**config.mk**
```make
export PLATFORM = sky130hd
export DESIGN_NAME = buyruk_obek_getirici
export DESIGN_NICKNAME = d
export VERILOG_FILES = /design/src/rtl/buyruk_obek_getirici.sv
export SDC_FILE = /design/constraint.sdc
export NUM_CORES = 1
export LEC_CHECK = 0
export CAP_MARGIN = 20
export CORE_MARGIN = 5
export CORE_UTILIZATION = 41
export CTS_BUF_LIST = sky130_fd_sc_hd__clkbuf_4
export CTS_CLUSTER_DIAMETER = 200
export DETAILED_ROUTE_END_ITERATION = 8
export PLACE_DENSITY_LB_ADDON = 0.15
export SLEW_MARGIN = 10
export SYNTH_ARGS = -nofsm -noshare
export SYNTH_HDL_FRONTEND = slang
export SYNTH_SLANG_ARGS = --single-unit
```
**constraint.sdc**
```tcl
create_clock -name clk_i -period 16.4 [get_ports clk_i]
set_input_delay 3.28 -clock clk_i [delete_from_list [all_inputs] [get_ports clk_i]]
set_output_delay 3.28 -clock clk_i [all_outputs]
set_load 0.02 [all_outputs]
```
**src/rtl/buyruk_obek_getirici.sv**
```systemverilog
// Instruction-cache line-fill engine: fetches a 4-word block one word at a time from memory.
// Optional feature macro: CRITICAL_WORD_FIRST_EN (missed word first, wrapping order).
module buyruk_obek_getirici #(
  parameter int unsigned BEKLEME_SINIRI = 255
) (
  input  logic         clk_i,
  input  logic         rst_i,
  input  logic         istek_i,
  input  logic [31:0]  adres_i,
  output logic         mesgul_o,
  output logic [127:0] buyruk_obegi_o,
  output logic         obek_geldi_o,
  output logic         hata_o,
  output logic [31:0]  ilk_buyruk_o,
  output logic         ilk_buyruk_gecerli_o,
  output logic         bellek_istek_o,
  output logic [31:0]  bellek_adres_o,
  input  logic         bellek_kabul_i,
  input  logic [31:0]  bellek_veri_i,
  input  logic         bellek_veri_gecerli_i
);

  typedef enum logic [1:0] {StBosta, StIstek, StVeri, StTamam} durum_e;

  localparam logic [7:0] BeklemeSon = 8'(BEKLEME_SINIRI - 1);

  durum_e       durum_q;
  logic [27:0]  satir_q;
  logic [1:0]   k_q;
  logic [1:0]   vurus_q;
  logic [7:0]   bekleme_q;
  logic [127:0] obek_q;
  logic         mesgul_q;
  logic         obek_geldi_q;
  logic         hata_q;
  logic         bellek_istek_q;
  logic [1:0]   ilk_k;
  logic         bekleme_doldu;

`ifdef CRITICAL_WORD_FIRST_EN
  logic [31:0] ilk_buyruk_q;
  logic        ilk_gecerli_q;
  logic        unused_adres;

  assign ilk_k        = adres_i[3:2];
  assign unused_adres = ^adres_i[1:0];
`else
  logic unused_adres;

  assign ilk_k        = 2'd0;
  assign unused_adres = ^adres_i[3:0];
`endif

  assign bekleme_doldu = (bekleme_q == BeklemeSon);

  always_ff @(posedge clk_i or posedge rst_i) begin
    if (rst_i) begin
      durum_q        <= StBosta;
      satir_q        <= '0;
      k_q            <= '0;
      vurus_q        <= '0;
      bekleme_q      <= '0;
      obek_q         <= '0;
      mesgul_q       <= 1'b0;
      obek_geldi_q   <= 1'b0;
      hata_q         <= 1'b0;
      bellek_istek_q <= 1'b0;
`ifdef CRITICAL_WORD_FIRST_EN
      ilk_buyruk_q   <= '0;
      ilk_gecerli_q  <= 1'b0;
`endif
    end else begin
      obek_geldi_q  <= 1'b0;
      hata_q        <= 1'b0;
`ifdef CRITICAL_WORD_FIRST_EN
      ilk_gecerli_q <= 1'b0;
`endif
      unique case (durum_q)
        StBosta: begin
          if (istek_i) begin
            satir_q        <= adres_i[31:4];
            k_q            <= ilk_k;
            vurus_q        <= '0;
            bekleme_q      <= '0;
            mesgul_q       <= 1'b1;
            bellek_istek_q <= 1'b1;
            durum_q        <= StIstek;
          end
        end
        StIstek: begin
          if (bellek_kabul_i) begin
            bellek_istek_q <= 1'b0;
            bekleme_q      <= '0;
            durum_q        <= StVeri;
          end else if (bekleme_doldu) begin
            bellek_istek_q <= 1'b0;
            mesgul_q       <= 1'b0;
            hata_q         <= 1'b1;
            durum_q        <= StBosta;
          end else begin
            bekleme_q <= bekleme_q + 8'd1;
          end
        end
        StVeri: begin
          if (bellek_veri_gecerli_i) begin
            obek_q[{k_q, 5'd0} +: 32] <= bellek_veri_i;
            k_q       <= k_q + 2'd1;
            vurus_q   <= vurus_q + 2'd1;
            bekleme_q <= '0;
`ifdef CRITICAL_WORD_FIRST_EN
            if (vurus_q == 2'd0) begin
              ilk_buyruk_q  <= bellek_veri_i;
              ilk_gecerli_q <= 1'b1;
            end
`endif
            if (vurus_q == 2'd3) begin
              obek_geldi_q <= 1'b1;
              durum_q      <= StTamam;
            end else begin
              bellek_istek_q <= 1'b1;
              durum_q        <= StIstek;
            end
          end else if (bekleme_doldu) begin
            mesgul_q <= 1'b0;
            hata_q   <= 1'b1;
            durum_q  <= StBosta;
          end else begin
            bekleme_q <= bekleme_q + 8'd1;
          end
        end
        StTamam: begin
          // Completion cycle; a new request is only looked at once back in StBosta.
          mesgul_q <= 1'b0;
          durum_q  <= StBosta;
        end
        default: durum_q <= StBosta;
      endcase
    end
  end

  assign mesgul_o       = mesgul_q;
  assign buyruk_obegi_o = obek_q;
  assign obek_geldi_o   = obek_geldi_q;
  assign hata_o         = hata_q;
  assign bellek_istek_o = bellek_istek_q;
  assign bellek_adres_o = {satir_q, k_q, 2'b00};

`ifdef CRITICAL_WORD_FIRST_EN
  assign ilk_buyruk_o         = ilk_buyruk_q;
  assign ilk_buyruk_gecerli_o = ilk_gecerli_q;
`else
  assign ilk_buyruk_o         = '0;
  assign ilk_buyruk_gecerli_o = 1'b0;
`endif

endmodule

```
# Yosys cells after proc, flatten, opt, wreduce, memory -nomap -nowiden
# Index checks and enable logic that the tools add are counted.
[totals] register_bits=174 latch_bits=0 ram_bits=0 romBits=0 input_bits=69 output_inout_bits=197 wordCells=70 memories=0
[op_classes] add_sub_neg=4 mul=0 n_div=0 order_cmp=0 eq_ne=11 shifts=2 n_mux=34 n_bitwise=0 reduce_logical=9
[op_table] operator="bitwise mux 128 bit" n=1
[op_table] operator="variable shift 32 x 9 -> 128 bit (first input constant)" n=1
[op_table] operator="indexed part select 32 x 9 -> 128 bit" n=1
[op_table] operator="2-to-1 mux 8 bit" n=4
[op_table] operator="case mux 8 bit (3 select lines)" n=1
[op_table] operator="2-to-1 mux 2 bit" n=8
[op_table] operator="2-to-1 mux 1 bit" n=14
[op_table] operator="!= test 2 bit (second input constant)" n=5
[op_table] operator="negator 7 -> 9 bit" n=1
[op_table] operator="adder 8 x 1 -> 8 bit (second input constant)" n=1
[op_table] operator="== test 8 bit (second input constant)" n=1
[op_table] operator="case mux 2 bit (2 select lines)" n=2
[op_table] operator="case mux 2 bit (4 select lines)" n=1
[op_table] operator="== test 2 bit (second input constant)" n=3
[op_table] operator="AND reduction 2 bit" n=3
[op_table] operator="AND reduction 3 bit" n=2
[op_table] operator="AND reduction 5 bit" n=1
[op_table] operator="adder 2 x 1 -> 2 bit (second input constant)" n=2
[op_table] operator="case mux 1 bit (4 select lines)" n=1
[op_table] operator="!= test 3 bit (second input constant)" n=1
[op_table] operator="case mux 1 bit (3 select lines)" n=1
[op_table] operator="nonzero test 3 bit" n=1
[op_table] operator="== test 2 x 1 -> 1 bit (second input constant)" n=1
[op_table] operator="logical NOT 2 bit" n=1
[op_table] operator="2 further kinds" n=2

# Logic depth before layout (Yosys ltp)
# Gate-level depths: netlist of the first run.
[logic_depth] ltp_word=4 ltp_mapped=8 depth_no_buf=6

# Worst setup path before layout of the first run
# OpenSTA, ideal clock, no wires.
[synth_path] path_kind="input -> register" start="input port bellek_veri_gecerli_i" end="register obek_q[0] (netlist: buyruk_obegi_o[0])" setup_time_ns=0.066 t_arrival_ns=4.297 required_ns=16.334 slack_ns=12.037 stages=6 path_cell_list="buf_4 -> and2_4 -> nand2_4 -> nor4b_4 -> buf_6 -> a22o_1"
[synth_between] elab_chain_len=1
[synth_rtl] element="from (decl)" line_no="20" source="input logic bellek_veri_gecerli_i"
[synth_rtl] element="AND reduction 2 bit (no line)"
[synth_rtl] element="to (signal, indexed assignment)" line_no="106" source="obek_q[{k_q, 5'd0} +: 32] <= bellek_veri_i;"
[synth_rtl] element="to (decl)" line_no="32" source="logic [127:0] obek_q;"
# Every way passes these cells.
# A chain may end at the register's enable or synchronous reset.

# Worst setup path after layout of the first run
[layout_path] start="input port bellek_veri_gecerli_i" end="register obek_q[100] (netlist: buyruk_obegi_o[100])"
# Same word-level chain as after synthesis.

==> impl_metrics.csv, run 1 <==
group,metric,value,unit
clocking,cts_buffers,17,
run,cap_violations,0,
placed_design,port_buffers,226,
timing,rsz0062_at_grt,"false",
logic_synthesis,synth-async-reset-ratio,100,%
setup_path,setup.worst_path.start_class,"input port",
logic_synthesis,syn-instance-count,504,
global_route,grt_max_degree,97,
floorplanning,die_h,141,um
global_route,grt_pass1_vias,5234,
logic_synthesis,ys_top_cells_by_count,"dfrtp_1, a22o_1, buf_4, mux2_2, nand2_1",
logic_synthesis,syn_area,7000,um2
logic_synthesis,yosys.area.top_type,"dfrtp_1",
finish,diodes,0,
power_and_ir_drop,switching_share,33.8,%
timing,post-route-period-util,33.5,%
timing,finClkSkew,0.0167,ns
setup_path,cp_max_fo,33,
power_and_ir_drop,power_density,132,nW/um2
power_and_ir_drop,p_int,840,uW
timing,final-setup-viol-count,0,
power_and_ir_drop,p_switching,430,uW
logic_synthesis,yosys-top-cells-area,"dfrtp_1, a22o_1, mux2_2",
timing,tightest_slew,0.840,ns
clocking,clk_path_buf_depth,2,
floorplanning,die_w,141,um
logic_synthesis,ys_seq_area_share,62.2,%
drt,finalWirelength,20.1,mm
power_and_ir_drop,clockPowerShare,20.5,%
clocking,holdBufCountCts,0,
drt,drc,0,
finish,fillers,1401,
floorplanning,rows,47,
timing,fin_ws,10.91,ns
run_status,status,"finished clean",
logic_synthesis,syn_area_per_cell,13.9,um2
setup_path,crit_required,16.90,ns
finish,syn2layout_area_growth,37.8,%
placed_design,dp_hpwl,13.8,mm
drt,drtIter0Drc,284,
clocking,htreeDepth,4,
power_and_ir_drop,ir_drop,0.0671,mV
placed_design,preCtsSetupSlack,10.28,ns
finish,drive_above_1_share,10.8,%
timing,maxSlewViolCount,0,
clocking,postCtsSetupBuffers,0,
drt,post_drt_wl_per_cell,20.9,um
floorplanning,coreArea,16700,um2
timing,max_slew_margin,43.8,%
logic_synthesis,synth-edff-count,0,
power_and_ir_drop,p_leak,4.39,nW
logic_synthesis,synth_flop_cell,"dfrtp_1",
timing,whs,0.511,ns
clocking,cts.root.buffer_cell,"clkbuf_4",
power_and_ir_drop,seqPwrFrac,43.2,%
floorplanning,dieArea,19800,um2
setup_path,endpoint_kind,"flip-flop",
timing,period_needed,5.49,ns
logic_synthesis,yosys_warnings,0,
drt,ant_nets,0,
drt,drt-pass1-iter-count,6,
clocking,clk_latency,0.57,ns
finish,fin_nets,810,
clocking,clock-sinks,174,
setup_path,arrival,5.99,ns
clocking,cts_tree,"yes",
clocking,clkTransAtPathRegs,0.14,ns
drt,via_count,5087,
logic_synthesis,synth_top_cell_area_share,62.2,%
clocking,ctsResizeCount,0,
global_route,grtUsageTotal,20.1,%
power_and_ir_drop,share_comb_of_total_power,36.2,%
placed_design,routabilityCongestion,0.803,
timing,max_freq,182,MHz
floorplanning,boundaryPins,266,
logic_synthesis,yosysMostFrequentCell,"dfrtp_1",
global_route,grt-ovfl-total,0,
floorplanning,start_util,41.9,%
timing,tns,0,ns
global_route,grt_pass1_wl,31.4,mm
hold_path,hp-class,"reg -> reg",
power_and_ir_drop,power.total,1.27,mW
logic_synthesis,synth_cell_type_count,44,
setup_path,path_class,"in -> reg",
global_route,antenna_found_initial,0,
drt,via_per_inst,5.30,
logic_synthesis,synth_seq_cells,174,
timing,hold_viol,0,
==> area by class of cell <==
type / instances / area [um2] / share of cell area, %
inverters: 9 / 38.8 / 0.402
well taps: 220 / 275 / 2.85
flip-flops and latches: 174 / 4350 / 45.1
clock inverters: 13 / 164 / 1.70
clock buffers: 18 / 135 / 1.40
repair buffers: 235 / 2360 / 24.4
multi-input cells: 291 / 2330 / 24.1
==> state kept, by name, indices dropped and copies added (netlist names) <==
signal	count
bekleme_q	8
bellek_istek_o	1
buyruk_obegi_o	128
durum_q	2
hata_o	1
k_q	2
mesgul_o	1
obek_geldi_o	1
satir_q	28
vurus_q	2
==> through the flow <==
stage | cells | instance area (um2) | utilization (%)
after floorplan | 538 | 7130 | -
final | 960 | 9650 | 57.8
after global routing | 960 | 9650 | 57.8
after detailed placement | 928 | 9330 | 55.8
after CTS | 959 | 9630 | 57.6
after global placement | 927 | 9310 | 55.8
==> critical path, stage by stage <==
cell and delay (ns):
clkdlybuf4s50_1 0.65, and2_4 0.26, nand2_2 0.49, nor4_4 0.66, buf_4 0.45, a22o_1 0.19
==> layer usage <==
layer / GRT usage (%) / share of wire [%]
met2: 32.7 / 49
met5: 0 / 0
met1: 26.3 / 42
met3: 5.55 / 6.9
met4: 6.43 / 2.1
==> path summary, 6_finish.rpt <==
check                      slack, ns  depth (start not counted)                        from                               to
setup / recovery               10.91                          6       bellek_veri_gecerli_i  buyruk_obegi_o[100]$_DFFE_PP0P_
hold / removal                  0.51                          1  bellek_istek_o$_DFFE_PP0P_       bellek_istek_o$_DFFE_PP0P_
setup reg to reg               13.33                          7      durum_q[0]$_DFFE_PP0N_  buyruk_obegi_o[100]$_DFFE_PP0P_
hold reg to reg                 0.51                          1  bellek_istek_o$_DFFE_PP0P_       bellek_istek_o$_DFFE_PP0P_
max in group asynchronous      12.03                          4                       rst_i           obek_geldi_o$_DFF_PP0_
min in group asynchronous       3.25                          2                       rst_i   buyruk_obegi_o[80]$_DFFE_PP0P_
==> logic make-up (layout without fill, tap and decap cells) <==
| family | after synthesis | in the layout | synth area share, % |
|---|---|---|---|
| simple gates | 52 | 52 | 4.95 |
| buf+inv | 73 | 275 | 6.41 |
| flops | 174 | 174 | 62.2 |
| mux | 31 | 31 | 4.97 |
| compound gates | 160 | 160 | 19.1 |
| other cells | 1 | 35 | 0.0535 |
| fa+ha+maj | 13 | 13 | 2.32 |
==> cell usage in the layout, fill, tap and decap left out, drive strengths merged, types with 8 or more instances in the layout <==
cell / n
mux2: 30
o21ai: 8
clkdlybuf4s50: 226
buf: 9
nand2: 16
conb: 35
clkbuf: 18
inv: 12
a22o: 132
dfrtp: 174
ha: 13
==> power groups by stage <==
stage               clock network, mW  logic, mW  registers, mW
finish                          0.261      0.460          0.549
global route                    0.286      0.490          0.560
CTS                             0.269      0.464          0.549
detailed placement                  0      0.463          0.558
global placement                    0      0.453          0.552
floorplan                           0      0.177          0.641
No activity file was read; power rests on OpenSTA's default activity.
==> run 2, diff against run 1 <==
==> constraint.sdc (replaced) <==
create_clock -name clk_i -period 4.7 [get_ports clk_i]
set_input_delay 0.94 -clock clk_i [delete_from_list [all_inputs] [get_ports clk_i]]
set_output_delay 0.94 -clock clk_i [all_outputs]
set_load 0.02 [all_outputs]
==> impl_metrics.csv, run 2 (synthesized netlist as in run 1, its figures left out) <==
group,metric,value,unit
finish,syn2layout_area_growth,38.5,%
hold_path,hp-class,"reg -> reg",
timing,fin_ws,1.79,ns
finish,fillers,1364,
drt,drtIter0Drc,206,
timing,period_needed,2.91,ns
floorplanning,coreArea,16700,um2
timing,whs,0.502,ns
global_route,grt_pass1_wl,31.4,mm
placed_design,preCtsSetupSlack,1.16,ns
global_route,grt-ovfl-total,0,
timing,hold_viol,0,
drt,ant_nets,0,
floorplanning,die_h,141,um
finish,multi_input_area,2330,um2
timing,max_slew_margin,43.5,%
drt,finalWirelength,20.1,mm
global_route,grt_max_degree,78,
hold_path,hold_depth,1,
clocking,cts.root.buffer_cell,"clkbuf_4",
global_route,grtUsageTotal,20.3,%
clocking,ctsResizeCount,0,
placed_design,dp_hpwl,13.9,mm
setup_path,arrival,3.40,ns
placed_design,dp_cells,929,
finish,final_common_cell,"clkdlybuf4s50_1",
finish,final_cell_area,9700,um2
clocking,clkTransAtPathRegs,0.14,ns
finish,drive_above_1_share,10.8,%
finish,fin_util,58.1,%
floorplanning,die_w,141,um
timing,maxSlewViolCount,0,
setup_path,cp_max_fo,33,
clocking,clk_path_buf_depth,2,
timing,post-route-period-util,61.9,%
clocking,clk_latency,0.55,ns
clocking,clock-sinks,174,
run_status,status,"finished clean",
timing,tns,0,ns
placed_design,routabilityCongestion,0.818,
global_route,grt_pass1_vias,5279,
power_and_ir_drop,ir_drop,0.244,mV
timing,finClkSkew,0.0189,ns
finish,seq_area,4350,um2
placed_design,port_buffers,226,
timing,rsz0062_at_grt,"false",
setup_path,endpoint_kind,"flip-flop",
power_and_ir_drop,power_density,462,nW/um2
run,cap_violations,0,
setup_path,path_class,"in -> reg",
floorplanning,boundaryPins,266,
clocking,cts_tree,"yes",
setup_path,setup.worst_path.start_class,"input port",
power_and_ir_drop,power.total,4.48,mW
timing,tightest_slew,0.844,ns
drt,via_per_inst,5.25,
floorplanning,rows,47,
clocking,postCtsSetupBuffers,0,
drt,post_drt_wl_per_cell,20.9,um
clocking,cts_buffers,17,
drt,drt-pass1-iter-count,4,
global_route,antenna_found_initial,1,
finish,fin_nets,811,
drt,drc,0,
drt,via_count,5049,
placed_design,post_dp_cell_area,9360,um2
finish,stdcell_count,962,
setup_path,crit_required,5.19,ns
clocking,holdBufCountCts,0,
finish,final_cell_mix,"clkdlybuf4s50_1, dfrtp_1, a22o_1",
floorplanning,start_util,41.9,%
power_and_ir_drop,p_leak,4.40,nW
clocking,htreeDepth,4,
setup_path,reg2reg_depth,7,
finish,largest_reg_flops,128,
timing,max_freq,344,MHz
timing,final-setup-viol-count,0,
floorplanning,dieArea,19800,um2
-- run 2: changes by cell type in the layout (fill, tap and decap cells not counted), sizes merged --
cell	previous run	this run
clkinv	6	3
clkinvlp	1	3
buf	9	10
bufinv	3	4
diode	0	1
-- run 2: path summary, 6_finish.rpt --
check / from / end / slack, ns
hold reg to reg: bellek_istek_o$_DFFE_PP0P_ / bellek_istek_o$_DFFE_PP0P_ / 0.50
setup reg to reg: durum_q[0]$_DFFE_PP0N_ / buyruk_obegi_o[17]$_DFFE_PP0P_ / 1.91
hold / removal: bellek_istek_o$_DFFE_PP0P_ / bellek_istek_o$_DFFE_PP0P_ / 0.50
setup / recovery: bellek_veri_gecerli_i / buyruk_obegi_o[17]$_DFFE_PP0P_ / 1.79
max in group asynchronous: rst_i / bekleme_q[0]$_DFFE_PP0P_ / 3.04
min in group asynchronous: rst_i / satir_q[12]$_DFFE_PP0P_ / 0.82
-- run 2: critical path: stages --
cell and delay, ns:
clkdlybuf4s50_1 0.66, and2_4 0.26, nand2_4 0.29, nor4b_4 0.81
buf_12 0.27, a22o_1 0.15
-- run 2: final cells by class --
cell class,instances,area share (%)
multi-input combinational,291,24.0
sequential,174,44.9
timing repair buffer,236,24.6
clock inverter,13,1.92
inverter,9,0.387
antenna,1,0.0258
clock buffer,18,1.39
tap,220,2.84
-- run 2: power by group --
part	leakage [nW]	switching (mW)	internal (mW)	total, mW
sequential	2.32	0.159	1.76	1.92
clock	0.169	0.518	0.430	0.948
combinational	1.91	0.813	0.800	1.61
-- run 2: routing by layer --
layer | GRT usage, % | up-vias | wire length [um]
li1 | - | 2276 | -
met1 | 25.5 | 2544 | 8190
met2 | 34.1 | 207 | 10100
met3 | 6.03 | 22 | 1460
met4 | 5.92 | 0 | 328
met5 | 0 | - | 0
==> run 3, diff against run 2 <==
==> constraint.sdc (replaced) <==
create_clock -name clk_i -period 2.9 [get_ports clk_i]
set_input_delay 0.58 -clock clk_i [delete_from_list [all_inputs] [get_ports clk_i]]
set_output_delay 0.58 -clock clk_i [all_outputs]
set_load 0.02 [all_outputs]
==> impl_metrics.csv, run 3 (synthesized netlist as in run 1, its figures left out) <==
group,metric,value,unit
placed_design,dp_hpwl,14.0,mm
drt,ant_nets,0,
drt,drt-pass1-iter-count,4,
clocking,postCtsSetupBuffers,0,
power_and_ir_drop,clockPowerShare,21.3,%
finish,largest_reg_flops,128,
power_and_ir_drop,seqPwrFrac,42.9,%
setup_path,crit_family,"buffers and inverters",
power_and_ir_drop,p_leak,4.42,nW
finish,multi_input_area,2330,um2
timing,finClkSkew,0.0197,ns
floorplanning,boundaryPins,266,
finish,syn2layout_area_growth,38.9,%
timing,final-setup-viol-count,0,
finish,final_cell_mix,"clkdlybuf4s50_1, dfrtp_1, a22o_1",
timing,hold_viol,0,
drt,finalWirelength,20.2,mm
drt,via_per_inst,5.30,
timing,post-route-period-util,81.3,%
floorplanning,dieArea,19800,um2
clocking,clk_latency,0.55,ns
setup_path,crit_slowest_cell,"clkdlybuf4s50_1",
global_route,grt_pass1_vias,5480,
clocking,clock-sinks,174,
power_and_ir_drop,power_density,746,nW/um2
floorplanning,coreArea,16700,um2
placed_design,preCtsSetupSlack,0.379,ns
power_and_ir_drop,switching_share,33.2,%
timing,whs,0.279,ns
hold_path,hp-class,"in -> async",
finish,final_common_cell,"clkdlybuf4s50_1",
power_and_ir_drop,share_comb_of_total_power,35.8,%
setup_path,rr_endpoint,"buyruk_obegi_o[126]$_DFFE_PP0P_",
clocking,htreeDepth,4,
finish,fin_nets,815,
setup_path,cp_slowest_stage_delay,0.69,ns
setup_path,r2r_setup_slack,0.66,ns
setup_path,cp_max_fo,7,
setup_path,path_class,"reg -> out",
timing,period_needed,2.36,ns
placed_design,routabilityCongestion,0.823,
timing,tightest_slew,0.743,ns
run,cap_violations,0,
global_route,grt_max_degree,144,
setup_path,crit_buf_inv,1,
timing,maxSlewViolCount,0,
setup_path,endpoint_kind,"output port",
floorplanning,start_util,41.9,%
timing,fin_ws,0.541,ns
drt,drc,0,
clocking,clkTransAtPathRegs,0.14,ns
timing,max_slew_margin,50.5,%
clocking,cts.root.buffer_cell,"clkbuf_4",
global_route,grtUsageTotal,20.4,%
finish,drive_above_1_share,11.4,%
finish,seq_area,4350,um2
power_and_ir_drop,p_switching,2.41,mW
global_route,grt_pass1_wl,31.6,mm
clocking,cts_tree,"yes",
floorplanning,rows,47,
floorplanning,die_w,141,um
clocking,ctsResizeCount,0,
setup_path,setup.worst_path.start_class,"flip-flop",
setup_path,crit_required,2.32,ns
placed_design,port_buffers,226,
run_status,status,"finished clean",
floorplanning,die_h,141,um
setup_path,reg2reg_depth,7,
setup_path,r2r-start,"durum_q[0]$_DFFE_PP0N_",
clocking,clk_path_buf_depth,2,
setup_path,path_cells,"clkdlybuf4s50_1",
global_route,antenna_found_initial,1,
timing,rsz0062_at_grt,"false",
timing,tns,0,ns
setup_path,arrival,1.78,ns
timing,max_freq,424,MHz
drt,drtIter0Drc,271,
drt,post_drt_wl_per_cell,20.9,um
clocking,holdBufCountCts,0,
clocking,cts_buffers,17,
global_route,grt-ovfl-total,0,
power_and_ir_drop,ir_drop,0.394,mV
drt,via_count,5122,
finish,fillers,1358,
power_and_ir_drop,p_int,4.85,mW
run 3: cell count changes in the layout (fill, tap and decap cells not counted), sizes merged:
cell	delta
clkinv	+1
buf	+4
inv	-1
clkbuf	+1
run 3: routing by layer:
layer,vias to the layer above,share of wire (%),global-route usage [%]
li1,2278,-,-
met1,2620,41,25.2
met2,210,50,34.7
met3,14,7.1,6.16
met4,0,1.5,5.71
met5,-,0,0
run 3: worst max path at each step:
| stage | startpoint | depth (start not counted) | end |
|---|---|---|---|
| detailed placement | bellek_veri_gecerli_i | 6 | buyruk_obegi_o[110]$_DFFE_PP0P_ |
| floorplan | rst_i | 1 | bekleme_q[0]$_DFFE_PP0P_ |
| global placement | bellek_veri_gecerli_i | 6 | buyruk_obegi_o[112]$_DFFE_PP0P_ |
| CTS | k_q[0]$_DFFE_PP0P_ | 1 | bellek_adres_o[2] |
| global route | k_q[0]$_DFFE_PP0P_ | 1 | bellek_adres_o[2] |
| finish | k_q[0]$_DFFE_PP0P_ | 1 | bellek_adres_o[2] |
run 3: per-stage QoR:
step	instance area, um2	total power, mW	instances	util [%]
after global placement	9400	5.72	934	56.3
after floorplan	7140	4.62	538	-
after CTS	9730	7.35	966	58.3
after global routing	9730	7.64	967	58.3
final	9730	7.26	967	58.3
after detailed placement	9400	5.79	934	56.3
run 3: power by group through the flow:
stage | logic (mW) | registers, mW | clock network [mW]
after floorplan | 1.00 | 3.62 | 0
after global placement | 2.59 | 3.13 | 0
after detailed placement | 2.62 | 3.16 | 0
after CTS | 2.63 | 3.11 | 1.60
after global routing | 2.76 | 3.17 | 1.71
final | 2.60 | 3.11 | 1.55
run 3: final cells by class:
class / instances / share of cell area (%)
inverters: 9 / 0.386
multi-input cells: 291 / 23.9
well taps: 220 / 2.83
clock inverters: 13 / 1.92
flip-flops and latches: 174 / 44.7
repair buffers: 240 / 24.7
clock buffers: 19 / 1.47
diodes: 1 / 0.0257
